**src/rtl/mips_ctrl_pkg.sv**
```systemverilog
// Shared encodings for the multicycle controller: opcodes, ALU classes,
// mux selects, FSM state encoding and the per-state control word.
package mips_ctrl_pkg;

    localparam logic [5:0] OP_RTYPE = 6'h00;
    localparam logic [5:0] OP_J     = 6'h02;
    localparam logic [5:0] OP_BEQ   = 6'h04;
    localparam logic [5:0] OP_BNE   = 6'h05;
    localparam logic [5:0] OP_ADDI  = 6'h08;
    localparam logic [5:0] OP_ORI   = 6'h0d;
    localparam logic [5:0] OP_LUI   = 6'h0f;
    localparam logic [5:0] OP_LW    = 6'h23;
    localparam logic [5:0] OP_SW    = 6'h2b;

    localparam logic [2:0] ALU_ADD   = 3'b100;
    localparam logic [2:0] ALU_OR    = 3'b010;
    localparam logic [2:0] ALU_LUI   = 3'b001;
    localparam logic [2:0] ALU_SUB   = 3'b011;
    localparam logic [2:0] ALU_RTYPE = 3'b111;

    localparam logic [1:0] SRC_B_RT      = 2'b00;
    localparam logic [1:0] SRC_B_FOUR    = 2'b01;
    localparam logic [1:0] SRC_B_IMM     = 2'b10;
    localparam logic [1:0] SRC_B_IMM_SH2 = 2'b11;

    localparam logic [1:0] PC_SRC_ALU     = 2'b00;
    localparam logic [1:0] PC_SRC_ALU_OUT = 2'b01;
    localparam logic [1:0] PC_SRC_JUMP    = 2'b10;

    typedef enum logic [3:0] {
        ST_FETCH    = 4'd0,
        ST_DECODE   = 4'd1,
        ST_EXEC_R   = 4'd2,
        ST_EXEC_I   = 4'd3,
        ST_MEM_ADDR = 4'd4,
        ST_MEM_RD   = 4'd5,
        ST_MEM_WR   = 4'd6,
        ST_WB_R     = 4'd7,
        ST_WB_I     = 4'd8,
        ST_WB_MEM   = 4'd9,
        ST_BRANCH   = 4'd10,
        ST_JUMP     = 4'd11,
        ST_TRAP     = 4'd12
    } state_t;

    // Registered Moore part of the outputs; ir_write is purely the FETCH handshake.
    typedef struct packed {
        logic       pc_write;
        logic       branch_eq;
        logic       branch_ne;
        logic       i_or_d;
        logic       mem_read;
        logic       mem_write;
        logic       mem_to_reg;
        logic       reg_dst;
        logic       reg_write;
        logic       alu_src_a;
        logic [1:0] alu_src_b;
        logic [1:0] pc_src;
        logic [2:0] alu_op;
    } ctrl_t;

    // States in which the controller waits on memory and the timer runs.
    function automatic logic is_wait_state(state_t st);
        return (st == ST_FETCH) || (st == ST_MEM_RD) || (st == ST_MEM_WR);
    endfunction

    // Control word for a state; op only matters for EXEC_I and BRANCH.
    function automatic ctrl_t ctrl_for(state_t st, logic [5:0] op);
        ctrl_t c;
        c = '0;
        case (st)
            ST_FETCH: begin
                c.mem_read  = 1'b1;
                c.alu_src_b = SRC_B_FOUR;
                c.alu_op    = ALU_ADD;
                c.pc_src    = PC_SRC_ALU;
            end
            ST_DECODE: begin
                c.alu_src_b = SRC_B_IMM_SH2;
                c.alu_op    = ALU_ADD;
            end
            ST_EXEC_R: begin
                c.alu_src_a = 1'b1;
                c.alu_src_b = SRC_B_RT;
                c.alu_op    = ALU_RTYPE;
            end
            ST_EXEC_I: begin
                c.alu_src_a = 1'b1;
                c.alu_src_b = SRC_B_IMM;
                case (op)
                    OP_ORI:  c.alu_op = ALU_OR;
                    OP_LUI:  c.alu_op = ALU_LUI;
                    default: c.alu_op = ALU_ADD;
                endcase
            end
            ST_MEM_ADDR: begin
                c.alu_src_a = 1'b1;
                c.alu_src_b = SRC_B_IMM;
                c.alu_op    = ALU_ADD;
            end
            ST_MEM_RD: begin
                c.mem_read = 1'b1;
                c.i_or_d   = 1'b1;
            end
            ST_MEM_WR: begin
                c.mem_write = 1'b1;
                c.i_or_d    = 1'b1;
            end
            ST_WB_R: begin
                c.reg_dst   = 1'b1;
                c.reg_write = 1'b1;
            end
            ST_WB_I: c.reg_write = 1'b1;
            ST_WB_MEM: begin
                c.reg_write  = 1'b1;
                c.mem_to_reg = 1'b1;
            end
            ST_BRANCH: begin
                c.alu_src_a = 1'b1;
                c.alu_src_b = SRC_B_RT;
                c.alu_op    = ALU_SUB;
                c.pc_src    = PC_SRC_ALU_OUT;
                c.branch_eq = (op == OP_BEQ);
                c.branch_ne = (op == OP_BNE);
            end
            ST_JUMP: begin
                c.pc_write = 1'b1;
                c.pc_src   = PC_SRC_JUMP;
            end
            default: c = '0;
        endcase
        return c;
    endfunction

endpackage

```
**src/rtl/multicycle_control_if.sv**
```systemverilog
// Instruction/memory handshake and datapath control bundle of the controller.
interface multicycle_control_if #(
    parameter int ALU_OP_W = 3
);
    logic [5:0]          opcode_i;
    logic                mem_ready_i;
    logic                pc_write_o;
    logic                branch_eq_o;
    logic                branch_ne_o;
    logic                ir_write_o;
    logic                i_or_d_o;
    logic                mem_read_o;
    logic                mem_write_o;
    logic                mem_to_reg_o;
    logic                reg_dst_o;
    logic                reg_write_o;
    logic                alu_src_a_o;
    logic [1:0]          alu_src_b_o;
    logic [1:0]          pc_src_o;
    logic [ALU_OP_W-1:0] alu_op_o;
    logic [3:0]          state_o;
    logic                illegal_o;
    logic                timeout_o;

    modport master (
        output opcode_i, mem_ready_i,
        input  pc_write_o, branch_eq_o, branch_ne_o, ir_write_o, i_or_d_o,
               mem_read_o, mem_write_o, mem_to_reg_o, reg_dst_o, reg_write_o,
               alu_src_a_o, alu_src_b_o, pc_src_o, alu_op_o, state_o,
               illegal_o, timeout_o
    );

    modport slave (
        input  opcode_i, mem_ready_i,
        output pc_write_o, branch_eq_o, branch_ne_o, ir_write_o, i_or_d_o,
               mem_read_o, mem_write_o, mem_to_reg_o, reg_dst_o, reg_write_o,
               alu_src_a_o, alu_src_b_o, pc_src_o, alu_op_o, state_o,
               illegal_o, timeout_o
    );
endinterface

```
**src/rtl/mc_wait_timer.sv**
```systemverilog
// Memory wait-state counter. expired flags the cycle on which another
// not-ready cycle would make MEM_TIMEOUT wait cycles; ready that cycle wins.
module mc_wait_timer #(
    parameter int MEM_TIMEOUT = 15
) (
    input  logic clk,
    input  logic reset,
    input  logic clear,
    input  logic count_en,
    input  logic ready,
    output logic expired
);
    localparam logic [7:0] LIMIT = 8'(MEM_TIMEOUT - 1);

    logic [7:0] count;

    // Saturating up-count of not-ready cycles, cleared on entry to a wait state.
    always_ff @(posedge clk or posedge reset) begin
        if (reset) begin
            count <= '0;
        end else if (clear) begin
            count <= '0;
        end else if (count_en && !ready && (count != 8'hff)) begin
            count <= count + 8'd1;
        end
    end

    assign expired = count_en && !ready && (count >= LIMIT);
endmodule

```
**src/rtl/multicycle_control.sv**
```systemverilog
// Multicycle MIPS-style control FSM with memory wait timeout and
// sticky illegal/timeout traps.
module multicycle_control
    import mips_ctrl_pkg::*;
#(
    parameter int ALU_OP_W    = 3,
    parameter int MEM_TIMEOUT = 15
) (
    input logic                 clk,
    input logic                 reset,
    multicycle_control_if.slave bus
);
    state_t state_q;
    state_t state_nxt;
    ctrl_t  ctrl_q;
    logic   illegal_q;
    logic   timeout_q;
    logic   in_wait;
    logic   wait_clear;
    logic   expired;
    logic   fetch_grant;

    assign in_wait    = is_wait_state(state_q);
    assign wait_clear = is_wait_state(state_nxt) && (state_nxt != state_q);

    mc_wait_timer #(.MEM_TIMEOUT(MEM_TIMEOUT)) u_wait_timer (
        .clk     (clk),
        .reset   (reset),
        .clear   (wait_clear),
        .count_en(in_wait),
        .ready   (bus.mem_ready_i),
        .expired (expired)
    );

    // Next-state decode; memory waits fall into TRAP when the timer expires.
    always_comb begin
        state_nxt = state_q;
        case (state_q)
            ST_FETCH: begin
                if (bus.mem_ready_i) state_nxt = ST_DECODE;
                else if (expired)    state_nxt = ST_TRAP;
            end
            ST_DECODE: begin
                case (bus.opcode_i)
                    OP_RTYPE:              state_nxt = ST_EXEC_R;
                    OP_ADDI, OP_ORI, OP_LUI: state_nxt = ST_EXEC_I;
                    OP_LW, OP_SW:          state_nxt = ST_MEM_ADDR;
                    OP_BEQ, OP_BNE:        state_nxt = ST_BRANCH;
                    OP_J:                  state_nxt = ST_JUMP;
                    default:               state_nxt = ST_TRAP;
                endcase
            end
            ST_EXEC_R:   state_nxt = ST_WB_R;
            ST_EXEC_I:   state_nxt = ST_WB_I;
            ST_MEM_ADDR: state_nxt = (bus.opcode_i == OP_LW) ? ST_MEM_RD : ST_MEM_WR;
            ST_MEM_RD: begin
                if (bus.mem_ready_i) state_nxt = ST_WB_MEM;
                else if (expired)    state_nxt = ST_TRAP;
            end
            ST_MEM_WR: begin
                if (bus.mem_ready_i) state_nxt = ST_FETCH;
                else if (expired)    state_nxt = ST_TRAP;
            end
            ST_WB_R, ST_WB_I, ST_WB_MEM, ST_BRANCH, ST_JUMP: state_nxt = ST_FETCH;
            ST_TRAP:     state_nxt = ST_TRAP;
            default:     state_nxt = ST_TRAP;
        endcase
    end

    // State, registered control word and sticky trap causes.
    always_ff @(posedge clk or posedge reset) begin
        if (reset) begin
            state_q   <= ST_FETCH;
            ctrl_q    <= ctrl_for(ST_FETCH, OP_RTYPE);
            illegal_q <= 1'b0;
            timeout_q <= 1'b0;
        end else begin
            state_q <= state_nxt;
            ctrl_q  <= ctrl_for(state_nxt, bus.opcode_i);
            if (state_nxt == ST_TRAP && state_q == ST_DECODE) illegal_q <= 1'b1;
            if (state_nxt == ST_TRAP && in_wait)              timeout_q <= 1'b1;
        end
    end

    // The instruction fetch handshake is the only Mealy path; held off during reset.
    assign fetch_grant = (state_q == ST_FETCH) && bus.mem_ready_i && !reset;

    assign bus.pc_write_o   = ctrl_q.pc_write | fetch_grant;
    assign bus.ir_write_o   = fetch_grant;
    assign bus.branch_eq_o  = ctrl_q.branch_eq;
    assign bus.branch_ne_o  = ctrl_q.branch_ne;
    assign bus.i_or_d_o     = ctrl_q.i_or_d;
    assign bus.mem_read_o   = ctrl_q.mem_read;
    assign bus.mem_write_o  = ctrl_q.mem_write;
    assign bus.mem_to_reg_o = ctrl_q.mem_to_reg;
    assign bus.reg_dst_o    = ctrl_q.reg_dst;
    assign bus.reg_write_o  = ctrl_q.reg_write;
    assign bus.alu_src_a_o  = ctrl_q.alu_src_a;
    assign bus.alu_src_b_o  = ctrl_q.alu_src_b;
    assign bus.pc_src_o     = ctrl_q.pc_src;
    assign bus.alu_op_o     = ALU_OP_W'(ctrl_q.alu_op);
    assign bus.state_o      = state_q;
    assign bus.illegal_o    = illegal_q;
    assign bus.timeout_o    = timeout_q;
endmodule

```
**src/flat_wrapper.sv**
```systemverilog
// flat-port wrapper written by rule: the top's interface ports become plain ports
module multicycle_control_flat import mips_ctrl_pkg::*;
#(
    parameter int ALU_OP_W    = 3,
    parameter int MEM_TIMEOUT = 15
)
  (clk, reset, bus_opcode_i, bus_mem_ready_i, bus_pc_write_o, bus_branch_eq_o, bus_branch_ne_o, bus_ir_write_o, bus_i_or_d_o, bus_mem_read_o, bus_mem_write_o, bus_mem_to_reg_o, bus_reg_dst_o, bus_reg_write_o, bus_alu_src_a_o, bus_alu_src_b_o, bus_pc_src_o, bus_alu_op_o, bus_state_o, bus_illegal_o, bus_timeout_o);
  multicycle_control_if #(.ALU_OP_W(ALU_OP_W)) bus_i ();
  input logic clk;
  input logic reset;
  input wire logic [$bits(bus_i.opcode_i)-1:0] bus_opcode_i;
  input wire logic [$bits(bus_i.mem_ready_i)-1:0] bus_mem_ready_i;
  output wire logic [$bits(bus_i.pc_write_o)-1:0] bus_pc_write_o;
  output wire logic [$bits(bus_i.branch_eq_o)-1:0] bus_branch_eq_o;
  output wire logic [$bits(bus_i.branch_ne_o)-1:0] bus_branch_ne_o;
  output wire logic [$bits(bus_i.ir_write_o)-1:0] bus_ir_write_o;
  output wire logic [$bits(bus_i.i_or_d_o)-1:0] bus_i_or_d_o;
  output wire logic [$bits(bus_i.mem_read_o)-1:0] bus_mem_read_o;
  output wire logic [$bits(bus_i.mem_write_o)-1:0] bus_mem_write_o;
  output wire logic [$bits(bus_i.mem_to_reg_o)-1:0] bus_mem_to_reg_o;
  output wire logic [$bits(bus_i.reg_dst_o)-1:0] bus_reg_dst_o;
  output wire logic [$bits(bus_i.reg_write_o)-1:0] bus_reg_write_o;
  output wire logic [$bits(bus_i.alu_src_a_o)-1:0] bus_alu_src_a_o;
  output wire logic [$bits(bus_i.alu_src_b_o)-1:0] bus_alu_src_b_o;
  output wire logic [$bits(bus_i.pc_src_o)-1:0] bus_pc_src_o;
  output wire logic [$bits(bus_i.alu_op_o)-1:0] bus_alu_op_o;
  output wire logic [$bits(bus_i.state_o)-1:0] bus_state_o;
  output wire logic [$bits(bus_i.illegal_o)-1:0] bus_illegal_o;
  output wire logic [$bits(bus_i.timeout_o)-1:0] bus_timeout_o;
  assign bus_i.opcode_i = bus_opcode_i;
  assign bus_i.mem_ready_i = bus_mem_ready_i;
  assign bus_pc_write_o = bus_i.pc_write_o;
  assign bus_branch_eq_o = bus_i.branch_eq_o;
  assign bus_branch_ne_o = bus_i.branch_ne_o;
  assign bus_ir_write_o = bus_i.ir_write_o;
  assign bus_i_or_d_o = bus_i.i_or_d_o;
  assign bus_mem_read_o = bus_i.mem_read_o;
  assign bus_mem_write_o = bus_i.mem_write_o;
  assign bus_mem_to_reg_o = bus_i.mem_to_reg_o;
  assign bus_reg_dst_o = bus_i.reg_dst_o;
  assign bus_reg_write_o = bus_i.reg_write_o;
  assign bus_alu_src_a_o = bus_i.alu_src_a_o;
  assign bus_alu_src_b_o = bus_i.alu_src_b_o;
  assign bus_pc_src_o = bus_i.pc_src_o;
  assign bus_alu_op_o = bus_i.alu_op_o;
  assign bus_state_o = bus_i.state_o;
  assign bus_illegal_o = bus_i.illegal_o;
  assign bus_timeout_o = bus_i.timeout_o;
  multicycle_control #(.ALU_OP_W(ALU_OP_W), .MEM_TIMEOUT(MEM_TIMEOUT)) u_core (.clk(clk), .reset(reset), .bus(bus_i));
endmodule
```
**config.mk**
```make
export PLATFORM = sky130hd
export DESIGN_NAME = multicycle_control_flat
export DESIGN_NICKNAME = d
export VERILOG_FILES = /design/src/rtl/mips_ctrl_pkg.sv /design/src/rtl/multicycle_control_if.sv /design/src/rtl/mc_wait_timer.sv /design/src/rtl/multicycle_control.sv /design/src/flat_wrapper.sv
export SDC_FILE = /design/constraint.sdc
export NUM_CORES = 1
export LEC_CHECK = 0
export CORE_UTILIZATION = 55
export CTS_CLUSTER_DIAMETER = 120
export DETAILED_ROUTE_END_ITERATION = 12
export GPL_ROUTABILITY_DRIVEN = 0
export GPL_TIMING_DRIVEN = 0
export PLACE_DENSITY = 0.83
export REMOVE_ABC_BUFFERS = 1
export SYNTH_ARGS = -nofsm -noshare
export SYNTH_HDL_FRONTEND = slang
export SYNTH_SLANG_ARGS = --single-unit
```
**constraint.sdc**
```tcl
create_clock -name clk -period 3.61 [get_ports clk]
set_clock_uncertainty 0.15 [all_clocks]
set_input_delay 1.083 -clock clk [delete_from_list [all_inputs] [get_ports clk]]
set_output_delay 1.083 -clock clk [all_outputs]
set_load 0.005 [all_outputs]
```
==> summary.txt <==
Critical path
  – CP required: 2.38 ns
  – Critical path cell sequence: dlygate4sd2_1 -> nor4_4 -> or2_4 -> clkdlybuf4s50_1
  – Type of origin of the critical path: primary input
  – CP arrival: 2.31 ns
  – Worst setup EP type: output port
  – Slowest cell delay on critical path: 0.48 ns
  – CP Max Fanout: 2
  – CP Class: in -> out
  – CP max-delay cell: clkdlybuf4s50_1

Timing
  – Worst Max-Slew Pin Slew: 1.11 ns
  – Tcrit/Tclk final: 98.1%
  – Final Critical Period: 3.54 ns
  – RSZ-0062 raised after global routing: no
  – Final Hold Vio Count: 0
  – Final Max Tran Viols: 0
  – Slew Limit Headroom: 26.1%
  – Fmax: 282 MHz
  – Setup Viol. Count Final: 0

Placement
  – HPWL after DPL: 2600 µm
  – I/O Buffers: 32
  – Cells after DPL: 231

Hold path
  – Hold crit path type: reg -> reg

GRT
  – Global-route wire length before repair: 6020 µm
  – Total overflow reported by the global router: 0
  – Gr usage total: 24.3%
  – Number of global-route vias before repair: 1308
  – Initial antenna violation count: 0
  – Largest net degree at the start of global routing: 31

Clocking
  – Clk buf depth: 2
  – CTS tree: built
  – CTS Buf Count: 5
  – Worst skew pair latency: 0.35 ns
  – # hold bufs at CTS: 0
  – Reg clk slew, reported paths: 0.11 ns
  – Root Buffer: clkbuf_4
  – Clock tree sinks: 30
  – Post-CTS setup buffers: 0
  – H-tree depth reported by CTS: 2

Routing
  – Initial DRC count: 64
  – Drt wl/cell: 15.1 µm
  – Pre-antenna DRT Iters: 8
  – Routed vias/inst: 5.98
  – DR DRC count: 3
  – Antenna Violating Nets Remaining: 0
  – Routed vias: 1429
  – WL final: 3600 µm

Floorplan
  – Starting Density: 59.8%
  – # IOs: 33
  – Die Y-Extent: 57.5 µm
  – Core area: 0.00283 mm²
  – Die ar.: 0.00330 mm²
  – Die X-Extent: 57.5 µm
  – Cell Rows: 19

Pwr
  – Combinational power share: 52.3%
  – Max VDD drop: 0.555 mV
  – Final Power: 0.00157 W
  – Cell Pwr Density: 752 mW/mm²
  – Pint: 0.000879 W
  – Leakage power: 0.891 nW
  – Seq pwr share: 34.6%
  – Psw: 0.000688 W
  – Net Sw Frac: 43.9%
  – Clk pwr share: 13.1%

Finish
  – Reg area: 754 µm²
  – Final nets: 218
  – Final cell count without fillers: 239
  – Multi-input gate area: 875 µm²
  – Area delta synth->final: 23.2%
  – Layout cell share with drive strength beyond 1: 12.0%
  – Fill count: 199
  – Inserted Diodes: 0

Synthesis
  – Post-synth EDFFs: 0
  – Yosys reg bits: 30
  – Share of the synthesized area in the top cell type: 39.9%
  – Asr flop ratio synth: 100%
  – Sequential element share of the synthesized area: 44.6%
  – Synth area leaders: dfrtp_1, dfstp_2, nor2_1
  – Count leader, synth: dfrtp_1
  – Synth top cells by count: dfrtp_1, nor2_1, nand2_1
  – Yosys synthesis warning count: 0
  – Dominant cell type by area after synthesis: dfrtp_1
  – Gate count of the mapped netlist: 176
  – Netlist Area Pre-Place: 0.00169 mm²
  – Main synth FF type: dfrtp_1
  – Synthesized area per cell: 9.61 µm²
  – Library cells used by synthesis: 55

Outcome
  – Violated checks: design-rule violations
  – Status: finished, violations left

Run
  – MaxCap Viol Count: 0
through the flow:
step	TNS, ns	hold WS, ns	setup slack [ns]	cell area [µm²]	utilization, %
after floorplan	0	0.301	0.612	1650	-
after global placement	-2.64	0.296	-0.432	2010	70.9
after detailed placement	-3.44	0.295	-0.492	2010	70.9
after CTS	0	0.320	0.0268	2070	73.1
after global routing	0	0.333	0.0275	2080	73.7
final	0	0.317	0.0681	2080	73.7
metal layers:
metal  vias up  track usage (%)  wire (µm)
met1       692             32.9       1660
met5         -                0          0
li1        687                -          -
met3         7             4.76        170
met2        43             36.7       1710
met4         0             13.6         60
cell usage in the layout, fill, tap and decap left out, drive strengths merged, types with 5 or more instances in the layout:
cell,netlist,layout
nor2,18,18
o21ai,7,7
nand3,8,8
clkdlybuf4s50,0,30
or3,6,6
clkbuf,2,5
inv,11,11
a21oi,11,11
nand2,16,16
xor2,5,5
dfrtp,27,27
final cells by class:
cell class / instances / area share, %
clock inverters: 3 / 1.02
multi-input cells: 127 / 42.0
repair buffers: 32 / 15.1
well taps: 31 / 1.86
clock buffers: 5 / 1.80
inverters: 11 / 2.10
flip-flops and latches: 30 / 36.2
repair_timing:
item                       CTS  global route
gates resized for setup      8             2
pin swaps                    2             1
setup endpoints to repair    2             9
cloned                       0             0
power groups by stage:
stage,logic [W],clock network [W],registers [W]
after CTS,0.000798,0.000209,0.000541
after global routing,0.000892,0.000224,0.000558
after floorplan,0.000515,0,0.000532
after detailed placement,0.000790,0,0.000546
after global placement,0.000761,0,0.000540
final,0.000819,0.000206,0.000542
logic make-up after synthesis:
logic type / synth area share [%]
AO/OA/AOI/OAI: 18.9
adder cells (fa/ha/maj): 1.48
buffers and inverters: 5.18
AND/OR/NAND/NOR: 25.1
XOR/XNOR: 4.66
flip-flops: 44.6
sequential cells by signal (all words and copies together), names as in the netlist:
name / cells
u_core.bus.reg_dst_o: 1
u_core.bus.branch_ne_o: 1
u_core.bus.alu_src_a_o: 1
u_core.u_wait_timer.count: 8
u_core.bus.alu_op_o: 3
u_core.bus.reg_write_o: 1
u_core.bus.branch_eq_o: 1
u_core.bus.alu_src_b_o: 2
u_core.bus.mem_to_reg_o: 1
u_core.bus.pc_src_o: 2
u_core.bus.illegal_o: 1
u_core.bus.timeout_o: 1
u_core.bus.mem_read_o: 1
u_core.bus.i_or_d_o: 1
u_core.bus.state_o: 4
u_core.bus.mem_write_o: 1
final timing paths:
path,start,endpoint,slack (ns),cells after the start
worst max-delay path,reset,bus_pc_write_o,0.07,4
worst min-delay path,u_core.bus.illegal_o$_DFFE_PP0P_,u_core.bus.illegal_o$_DFFE_PP0P_,0.32,1
worst max register to register,u_core.bus.state_o[3]$_DFF_PP0_,u_core.bus.branch_eq_o$_DFF_PP0_,0.74,6
worst min register to register,u_core.bus.illegal_o$_DFFE_PP0P_,u_core.bus.illegal_o$_DFFE_PP0P_,0.32,1
max in group asynchronous,reset,u_core.bus.i_or_d_o$_DFF_PP0_,1.57,2
min in group asynchronous,reset,u_core.bus.alu_src_a_o$_DFF_PP0_,1.07,2
worst max-delay path: cells and delay by family:
kind	cells	cell delay [ns]
buf+inv	2	0.76
simple gates	2	0.46
No activity file was read; power rests on OpenSTA's default activity.
